<file path="src/rtl/spart_pkg.sv">
// Shared SPART constants: rx state encoding, frame geometry
// and the bus-interface ioaddr codes.
package spart_pkg;

  localparam int DATA_BITS  = 8;
  localparam int OVERSAMPLE = 16;
  localparam int HALF       = OVERSAMPLE / 2;
  localparam int TICK_W     = $clog2(OVERSAMPLE);
  localparam int BIT_W      = $clog2(DATA_BITS);

  typedef enum logic [1:0] {
    IDLE  = 2'b00,
    START = 2'b01,
    DATA  = 2'b10,
    STOP  = 2'b11
  } rx_state_e;

  typedef enum logic [1:0] {
    IOADDR_BUF    = 2'b00,
    IOADDR_STATUS = 2'b01,
    IOADDR_DB_LO  = 2'b10,
    IOADDR_DB_HI  = 2'b11
  } ioaddr_e;

  // True on the n-th brg_en tick of a count that starts at 0.
  function automatic logic nth_tick(
    input logic [TICK_W-1:0] t,
    input int                n
  );
    return t == TICK_W'(n - 1);
  endfunction

endpackage

</file>
<file path="src/rtl/spart_rx_if.sv">
// Bus-side bundle between the SPART bus interface and the rx path.
// master: bus interface (drives clr_rda); slave: receiver.
interface spart_rx_if;
  import spart_pkg::*;

  logic                 clr_rda;
  logic [DATA_BITS-1:0] databus;
  logic                 rda;
  logic                 framing_err;
  logic                 overrun;

  modport master (
    output clr_rda,
    input  databus,
    input  rda,
    input  framing_err,
    input  overrun
  );

  modport slave (
    input  clr_rda,
    output databus,
    output rda,
    output framing_err,
    output overrun
  );

endinterface

</file>
<file path="src/rtl/spart_sync2.sv">
// Generic 2-flop synchroniser for asynchronous inputs.
// Ports: clk, rst (async, active-high), d (async in), q (synced out).
module spart_sync2 #(
  parameter int               WIDTH     = 1,
  parameter logic [WIDTH-1:0] RESET_VAL = '1
) (
  input  logic             clk,
  input  logic             rst,
  input  logic [WIDTH-1:0] d,
  output logic [WIDTH-1:0] q
);

  logic [WIDTH-1:0] meta;

  always_ff @(posedge clk or posedge rst) begin
    if (rst) begin
      meta <= RESET_VAL;
      q    <= RESET_VAL;
    end else begin
      meta <= d;
      q    <= meta;
    end
  end

endmodule

</file>
<file path="src/rtl/spart_rx.sv">
// SPART receive path: 8N1 deserialiser on 16x brg_en oversampling.
// Ports: clk, rst (async high), brg_en, rxd, bus (spart_rx_if.slave).
module spart_rx
  import spart_pkg::*;
(
  input  logic       clk,
  input  logic       rst,
  input  logic       brg_en,
  input  logic       rxd,
  spart_rx_if.slave  bus
);

  logic                 rxd_s;
  rx_state_e            state;
  logic [TICK_W-1:0]    tick;
  logic [BIT_W-1:0]     bit_cnt;
  logic [DATA_BITS-1:0] shreg;
  logic [DATA_BITS-1:0] data_q;
  logic                 rda_q;
  logic                 fe_q;
  logic                 ov_q;

  spart_sync2 #(
    .WIDTH     (1),
    .RESET_VAL (1'b1)
  ) u_sync (
    .clk (clk),
    .rst (rst),
    .d   (rxd),
    .q   (rxd_s)
  );

  always_ff @(posedge clk or posedge rst) begin
    if (rst) begin
      state   <= IDLE;
      tick    <= '0;
      bit_cnt <= '0;
      shreg   <= '0;
      data_q  <= '0;
      rda_q   <= 1'b0;
      fe_q    <= 1'b0;
      ov_q    <= 1'b0;
    end else begin
      // Clear first; a same-cycle stop event below overrides it.
      if (bus.clr_rda) begin
        rda_q <= 1'b0;
        fe_q  <= 1'b0;
        ov_q  <= 1'b0;
      end
      if (brg_en) begin
        unique case (state)
          IDLE: begin
            if (!rxd_s) begin
              tick  <= '0;
              state <= START;
            end
          end
          START: begin
            tick <= tick + 1'b1;
            if (nth_tick(tick, HALF)) begin
              if (!rxd_s) begin
                tick    <= '0;
                bit_cnt <= '0;
                state   <= DATA;
              end else begin
                state <= IDLE;
              end
            end
          end
          DATA: begin
            tick <= tick + 1'b1;
            if (nth_tick(tick, OVERSAMPLE)) begin
              shreg   <= {rxd_s, shreg[DATA_BITS-1:1]};
              bit_cnt <= bit_cnt + 1'b1;
              if (bit_cnt == BIT_W'(DATA_BITS - 1))
                state <= STOP;
            end
          end
          STOP: begin
            tick <= tick + 1'b1;
            if (nth_tick(tick, OVERSAMPLE)) begin
              state <= IDLE;
              if (rxd_s) begin
                data_q <= shreg;
                rda_q  <= 1'b1;
                if (rda_q && !bus.clr_rda)
                  ov_q <= 1'b1;
              end else begin
                fe_q <= 1'b1;
              end
            end
          end
        endcase
      end
    end
  end

  assign bus.databus     = data_q;
  assign bus.rda         = rda_q;
  assign bus.framing_err = fe_q;
  assign bus.overrun     = ov_q;

endmodule
</file>
<file path="src/flat_wrapper.sv">
// flat-port wrapper written by rule: the top's interface ports become plain ports
module spart_rx_flat import spart_pkg::*;
  (clk, rst, brg_en, rxd, bus_clr_rda, bus_databus, bus_rda, bus_framing_err, bus_overrun);
  spart_rx_if bus_i ();
  input  logic clk;
  input  logic rst;
  input  logic brg_en;
  input  logic rxd;
  input wire logic [$bits(bus_i.clr_rda)-1:0] bus_clr_rda;
  output wire logic [$bits(bus_i.databus)-1:0] bus_databus;
  output wire logic [$bits(bus_i.rda)-1:0] bus_rda;
  output wire logic [$bits(bus_i.framing_err)-1:0] bus_framing_err;
  output wire logic [$bits(bus_i.overrun)-1:0] bus_overrun;
  assign bus_i.clr_rda = bus_clr_rda;
  assign bus_databus = bus_i.databus;
  assign bus_rda = bus_i.rda;
  assign bus_framing_err = bus_i.framing_err;
  assign bus_overrun = bus_i.overrun;
  spart_rx u_core (.clk(clk), .rst(rst), .brg_en(brg_en), .rxd(rxd), .bus(bus_i));
endmodule
</file>
<file path="config.mk">
export PLATFORM = sky130hd
export DESIGN_NAME = spart_rx_flat
export DESIGN_NICKNAME = d
export VERILOG_FILES = /design/src/rtl/spart_pkg.sv /design/src/rtl/spart_rx_if.sv /design/src/rtl/spart_sync2.sv /design/src/rtl/spart_rx.sv /design/src/flat_wrapper.sv
export SDC_FILE = /design/constraint.sdc
export NUM_CORES = 1
export LEC_CHECK = 0
export BUFFER_PORTS_ARGS = -buffer_cell sky130_fd_sc_hd__buf_4
export CAP_MARGIN = 10
export CORE_ASPECT_RATIO = 0.9
export CORE_MARGIN = 2
export CORE_UTILIZATION = 45
export CTS_CLUSTER_SIZE = 16
export DETAILED_ROUTE_END_ITERATION = 7
export PLACE_DENSITY = 0.72
export SETUP_SLACK_MARGIN = 0.2
export SYNTH_ARGS = -nofsm -noshare
export SYNTH_HDL_FRONTEND = slang
export SYNTH_HIERARCHICAL = 1
export SYNTH_SLANG_ARGS = --single-unit
</file>
<file path="constraint.sdc">
create_clock -name clk -period 1.9 [get_ports clk]
set_clock_uncertainty 0.05 [all_clocks]
set_input_delay 0.095 -clock clk [delete_from_list [all_inputs] [get_ports clk]]
set_output_delay 0.095 -clock clk [all_outputs]
set_load 0.05 [all_outputs]
</file>
==> results of run 1 <==
routing by layer:
| layer | vias up | global-route usage |
|---|---|---|
| met5 | - | 0 |
| met4 | 0 | 0.128 |
| met3 | 7 | 0.0488 |
| met2 | 20 | 0.235 |
| met1 | 442 | 0.212 |
| li1 | 428 | - |
cells in the final DEF (no fill, tap or decap), drive strengths merged, types with 2 or more instances in the layout:
cell and n:
a22o 2, nand2 3, a31oi 2, nand3 3, mux2 18, ha 3, dlygate4sd3 3, clkbuf 7
nor2 2, buf 22, o21ai 4, dfstp 2, o22ai 2, dfrtp 28, inv 6, nor2b 3
o211ai 3, nand2b 3, o2bb2ai 2
worst register-to-register path: stages, from the launching register on:
cell and delay, ns:
dfrtp_1 0.41, buf_4 0.18, nor4b_1 0.34, o21ai_0 0.23
mux2_2 0.31
state kept, by name, summed over array words and instances, names as in the netlist, named ones only:
| signal | cells |
|---|---|
| u_core/bus.framing_err | 1 |
| u_core/state | 1 |
| u_core/bus.databus | 8 |
| u_core/u_sync/meta | 1 |
| u_core/bus.rda | 1 |
| u_core/shreg | 8 |
| u_core/bus.overrun | 1 |
| u_core/bit_cnt | 3 |
| u_core/u_sync/q | 1 |
| u_core/tick | 4 |
kinds of logic (layout without fill, tap and decap cells):
kind of cell	count (synthesis)	in the layout
flip-flops	30	30
adder cells (fa/ha/maj)	3	3
AO/OA/AOI/OAI	19	19
multiplexers	18	18
buffers and inverters	11	39
AND/OR/NAND/NOR	22	23
stage by stage:
| step | util | std cells |
|---|---|---|
| detailed placement | 0.534 | 157 |
| floorplan | - | 103 |
| global route | 0.584 | 172 |
| CTS | 0.576 | 171 |
| global placement | 0.534 | 157 |
| finish | 0.584 | 172 |
power by group:
group	total [µW]	leakage, µW	switching, µW	internal (µW)
Clock	390	0.0000353	211	179
Sequential	779	0.000394	74.9	704
Combinational	394	0.000364	205	189
Total	1560	0.000794	491	1070
worst max-delay path by stage:
stage	from	endpoint	slack, ns	cells after the start
floorplan	u_core/tick[0]	u_core/shreg[0]	0.28	5
global placement	u_core/tick[0]	u_core/shreg[0]	0.18	4
detailed placement	u_core/tick[0]	u_core/shreg[2]	0.13	4
CTS	u_core/tick[0]	u_core/shreg[2]	0.21	4
global route	u_core/tick[0]	u_core/shreg[2]	0.21	4
finish	register	u_core/bit_cnt[0]	0.25	4
cell type report:
cell class | count | share of cell area
well taps | 40 | 0.0305
clock inverters | 1 | 0.00305
repair buffers | 25 | 0.119
inverters | 6 | 0.0137
multi-input cells | 63 | 0.342
clock buffers | 7 | 0.0335
flip-flops and latches | 30 | 0.458
timing repair:
item                                   CTS  global route
setup endpoints to repair                8            16
resized for setup                        1             2
gates cloned                             1             0
endpoints found under the hold margin   34             0
setup buffers                            2             1
hold buffers                             3             0
==> flow_summary.json, run 1 <==
{
  "status": "complete, no violations",
  "syn-mean-instance-area_um2": 13.1,
  "nets": 139,
  "hold_path_depth": 3,
  "postPlaceCellArea_mm2": 0.00150,
  "synthFlopType": "dfrtp_1",
  "power.density_mw_per_mm2": 951,
  "cts_max_path_buffers": 2,
  "hold_viol_final": 0,
  "area_growth_pct": 21.3,
  "period_share": 0.866,
  "drc": 0,
  "slew_headroom": 0.712,
  "drtIter0Drc": 19,
  "cts.clk_slew.worst_paths_ns": 0.10,
  "clock.fmax_ghz": 0.608,
  "wl_met1_um": 1060,
  "synth_edf_count": 0,
  "portBuffers": 15,
  "regArea_um2": 753,
  "power.leakage_uw": 0.000794,
  "top_layer_used": "met4",
  "fill_cells": 232,
  "rsz0062_at_grt": "no",
  "synth_top_cell_by_area": "dfrtp_1",
  "setup_tns_ns": 0,
  "maxCapViolations": 0,
  "endpoint_kind": "register",
  "cp-start-kind": "register",
  "clockRootBuffer": "clkbuf_4",
  "r2r_end": "u_core/bit_cnt[0]",
  "htreeDepth": 2,
  "die_x_um": 61.8,
  "synthMostInstantiatedCell": "dfrtp_1",
  "ys_ff_latch": 30,
  "r2r_cells": 4,
  "row_count": 18,
  "setup_slack_ns": 0.255,
  "num_vias": 897,
  "cp.required_ns": 2.07,
  "totalWireLength_um": 2360,
  "multiInputGateArea_um2": 562,
  "numCtsBuffers": 5,
  "io_pins": 16,
  "antenna_found_initial": 0,
  "hp-start": "brg_en",
  "rrSetupSlack_ns": 0.25,
  "arrival_ns": 1.81,
  "yosysWarnings": 6,
  "slowest_delay_ns": 0.41,
  "yosys.area.top_type_share": 0.518,
  "dp_hpwl_um": 1560,
  "die_area_mm2": 0.00346,
  "wl_per_cell_um": 13.7,
  "wl_met2_um": 1100,
  "period_needed_ns": 1.65,
  "syn-cell-area_mm2": 0.00135,
  "maxSlewViolCount": 0,
  "cp_top_family": "flip-flops",
  "synth_compound_area_frac": 0.0970,
  "grt_use_total": 0.168,
  "ant_nets": 0,
  "antenna_cells": 0,
  "yosys-top-cells-area": "dfrtp_1 52%, mux2_2 14%, dfstp_2 3.9%",
  "start_util": 0.481,
  "overflow": 0,
  "synth-seq-area-share": 0.556,
  "fin_area_mm2": 0.00164,
  "synthSimpleGateAreaFrac": 0.121,
  "cts_tree": "yes",
  "met3_wirelength_um": 126,
  "synthXorXnorAreaFrac": 0,
  "grt_pass1_wl_um": 4110,
  "coreArea_mm2": 0.00282,
  "gp_congestion": 0.810,
  "async_flop_share": 1.00,
  "syn-num-nets": 111,
  "path_buf_inv": 1,
  "total_power_uw": 1560,
  "worstSkewPairLatency_ns": 0.34,
  "crit_type": "register to register",
  "grt_pass1_vias": 903,
  "yosysUniqueCellTypes": 34,
  "synthTopCellsByCount": "28 x dfrtp_1, 17 x mux2_2, 6 x inv_1",
  "synth_top_family_by_area": "multiplexers",
  "place_ws_ns": 0.130,
  "peakVddDrop_uv": 395,
  "finalSetupViolCount": 0,
  "synthMuxAreaShare": 0.150,
  "worstPathCellList": "buf_4, nor4b_1, o21ai_0, mux2_2",
  "first_pass_iters": 4,
  "grt_max_degree": 29,
  "die_h_um": 56.0,
  "min_to": "u_core/tick[1]",
  "drive_gt1_frac": 0.409,
  "crit_path_max_fanout": 11,
  "final.hold.worst_slack_ns": 0.0378,
  "tightest_slew_ns": 0.428,
  "via_per_inst": 5.22,
  "hp-class": "input pin to register",
  "cts.sinks": 30,
  "postSynthCellCount": 103,
  "crit_slowest_cell": "dfrtp_1",
  "synth-adder-area-share": 0.0277
}
No activity file was read; power rests on OpenSTA's default activity.
==> inputs of run 2 (changes only) <==
CORE_UTILIZATION = 40   (was 45)
PLACE_DENSITY = 0.68   (was 0.72)
clock period = 1.8 ns   (was 1.9 ns; I/O delays follow)
==> flow_summary.json, run 2 (synthesis gave the netlist of run 1 again) <==
{
  "first_pass_iters": 4,
  "total_power_uw": 1810,
  "nets": 140,
  "slowest_delay_ns": 0.41,
  "slew_headroom": 0.730,
  "final_cell_mix": "28 x dfrtp_1, 22 x buf_4, 10 x mux2_2",
  "start_util": 0.410,
  "drive_gt1_frac": 0.429,
  "area_growth_pct": 28.8,
  "power.leakage_uw": 0.000831,
  "num_vias": 889,
  "tightest_slew_ns": 0.404,
  "cts_max_path_buffers": 2,
  "portBuffers": 15,
  "hold_path_depth": 3,
  "status": "complete, no violations",
  "r2r_cells": 5,
  "cp-start-kind": "register",
  "place_ws_ns": 0.0402,
  "drtIter0Drc": 16,
  "grt_max_degree": 29,
  "clockRootBuffer": "clkbuf_8",
  "overflow": 0,
  "crit_type": "register to register",
  "via_per_inst": 5.02,
  "htreeDepth": 2,
  "numCtsBuffers": 5,
  "rsz0062_at_grt": "yes",
  "antenna_found_initial": 0,
  "finalSetupViolCount": 0,
  "antenna_cells": 0,
  "path_buf_inv": 1,
  "worstPathCellList": "ha_4, and4_4, nor2b_4, clkbuf_16, mux2_4",
  "power.density_mw_per_mm2": 1040,
  "io_pins": 16,
  "endpoint_kind": "register",
  "hp-start": "brg_en",
  "maxSlewViolCount": 0,
  "rrSetupSlack_ns": 0.18,
  "die_x_um": 65.3,
  "peakVddDrop_uv": 616,
  "setup_tns_ns": 0,
  "totalWireLength_um": 2600,
  "grt_use_total": 0.151,
  "multiInputGateArea_um2": 578,
  "cp_top_family": "simple AND/OR/NAND/NOR gates",
  "dp_hpwl_um": 1680,
  "fill_cells": 285,
  "arrival_ns": 1.73,
  "grt_pass1_vias": 925,
  "final_common_cell": "dfrtp_1",
  "period_share": 0.898,
  "regArea_um2": 753,
  "ant_nets": 0,
  "period_needed_ns": 1.62,
  "crit_path_max_fanout": 5,
  "clock.fmax_ghz": 0.619,
  "final.hold.worst_slack_ns": 0.0806,
  "drc": 0,
  "wl_per_cell_um": 14.7,
  "grt_pass1_wl_um": 4250,
  "hp-class": "input pin to register",
  "hold_viol_final": 0,
  "die_h_um": 59.2,
  "gp_congestion": 0.715,
  "finish.utilization": 0.528,
  "maxCapViolations": 0,
  "cts_tree": "yes",
  "coreArea_mm2": 0.00330,
  "r2r_end": "u_core/shreg[7]",
  "worstSkewPairLatency_ns": 0.28,
  "cp.required_ns": 1.92,
  "setup_slack_ns": 0.184,
  "die_area_mm2": 0.00387,
  "min_to": "u_core/tick[1]",
  "crit_slowest_cell": "dfrtp_1",
  "cts.clk_slew.worst_paths_ns": 0.06,
  "row_count": 20,
  "cts.sinks": 30,
  "r2r-start": "u_core/tick[1]"
}
==> run 2: routing by layer <==
| layer | vias up | GRT usage | wire length, µm | share of wire |
|---|---|---|---|---|
| li1 | 434 | - | - | - |
| met1 | 436 | 0.177 | 1180 | 0.45 |
| met2 | 14 | 0.249 | 1280 | 0.49 |
| met3 | 5 | 0.0532 | 97 | 0.037 |
| met4 | 0 | 0.0714 | 44 | 0.017 |
| met5 | - | 0 | 0 | 0 |
==> run 2: through the flow <==
| stage | area, µm² | cells |
|---|---|---|
| after floorplan | 1360 | 103 |
| after global placement | 1510 | 161 |
| after detailed placement | 1510 | 161 |
| after CTS | 1680 | 175 |
| after global routing | 1740 | 177 |
| final | 1740 | 177 |
==> run 2: repair_timing <==
item	4_1_cts	5_1_grt
buffers inserted	3	1
pin swaps	1	2
gates resized for setup	1	9
hold buffers	3	0
endpoints found under the hold margin	33	0
cloned	0	1
setup endpoints to repair	12	9
==> run 2: worst reg2reg max path, delay by kind of cell (launching register included) <==
family                   cells  cell delay, ns
adder cells (fa/ha/maj)      1            0.15
buffers and inverters        1            0.17
flip-flops                   1            0.41
multiplexers                 1            0.29
AND/OR/NAND/NOR              2            0.43
==> run 2: how the worst max path moves through the flow <==
stage | startpoint | endpoint | slack [ns] | cells past startpoint
floorplan | u_core/tick[0] | u_core/shreg[0] | 0.20 | 5
global placement | u_core/tick[0] | u_core/shreg[5] | 0.12 | 4
detailed placement | u_core/tick[0] | u_core/shreg[1] | 0.04 | 4
CTS | u_core/tick[1] | u_core/shreg[1] | 0.21 | 5
global route | u_core/tick[1] | u_core/shreg[7] | 0.14 | 5
finish | u_core/tick[1] | u_core/shreg[7] | 0.18 | 5
==> run 2: layout make-up <==
type | count | share of cell area
clock inverter | 2 | 0.00717
multi-input combinational | 62 | 0.331
inverter | 6 | 0.0129
sequential | 30 | 0.432
clock buffer | 6 | 0.0473
timing repair buffer | 27 | 0.138
tap | 44 | 0.0316
==> run 2: power by group <==
group          internal [µW]  total, µW  switching, µW
logic                    213        430            218
clock network            306        563            256
registers                745        821           76.1
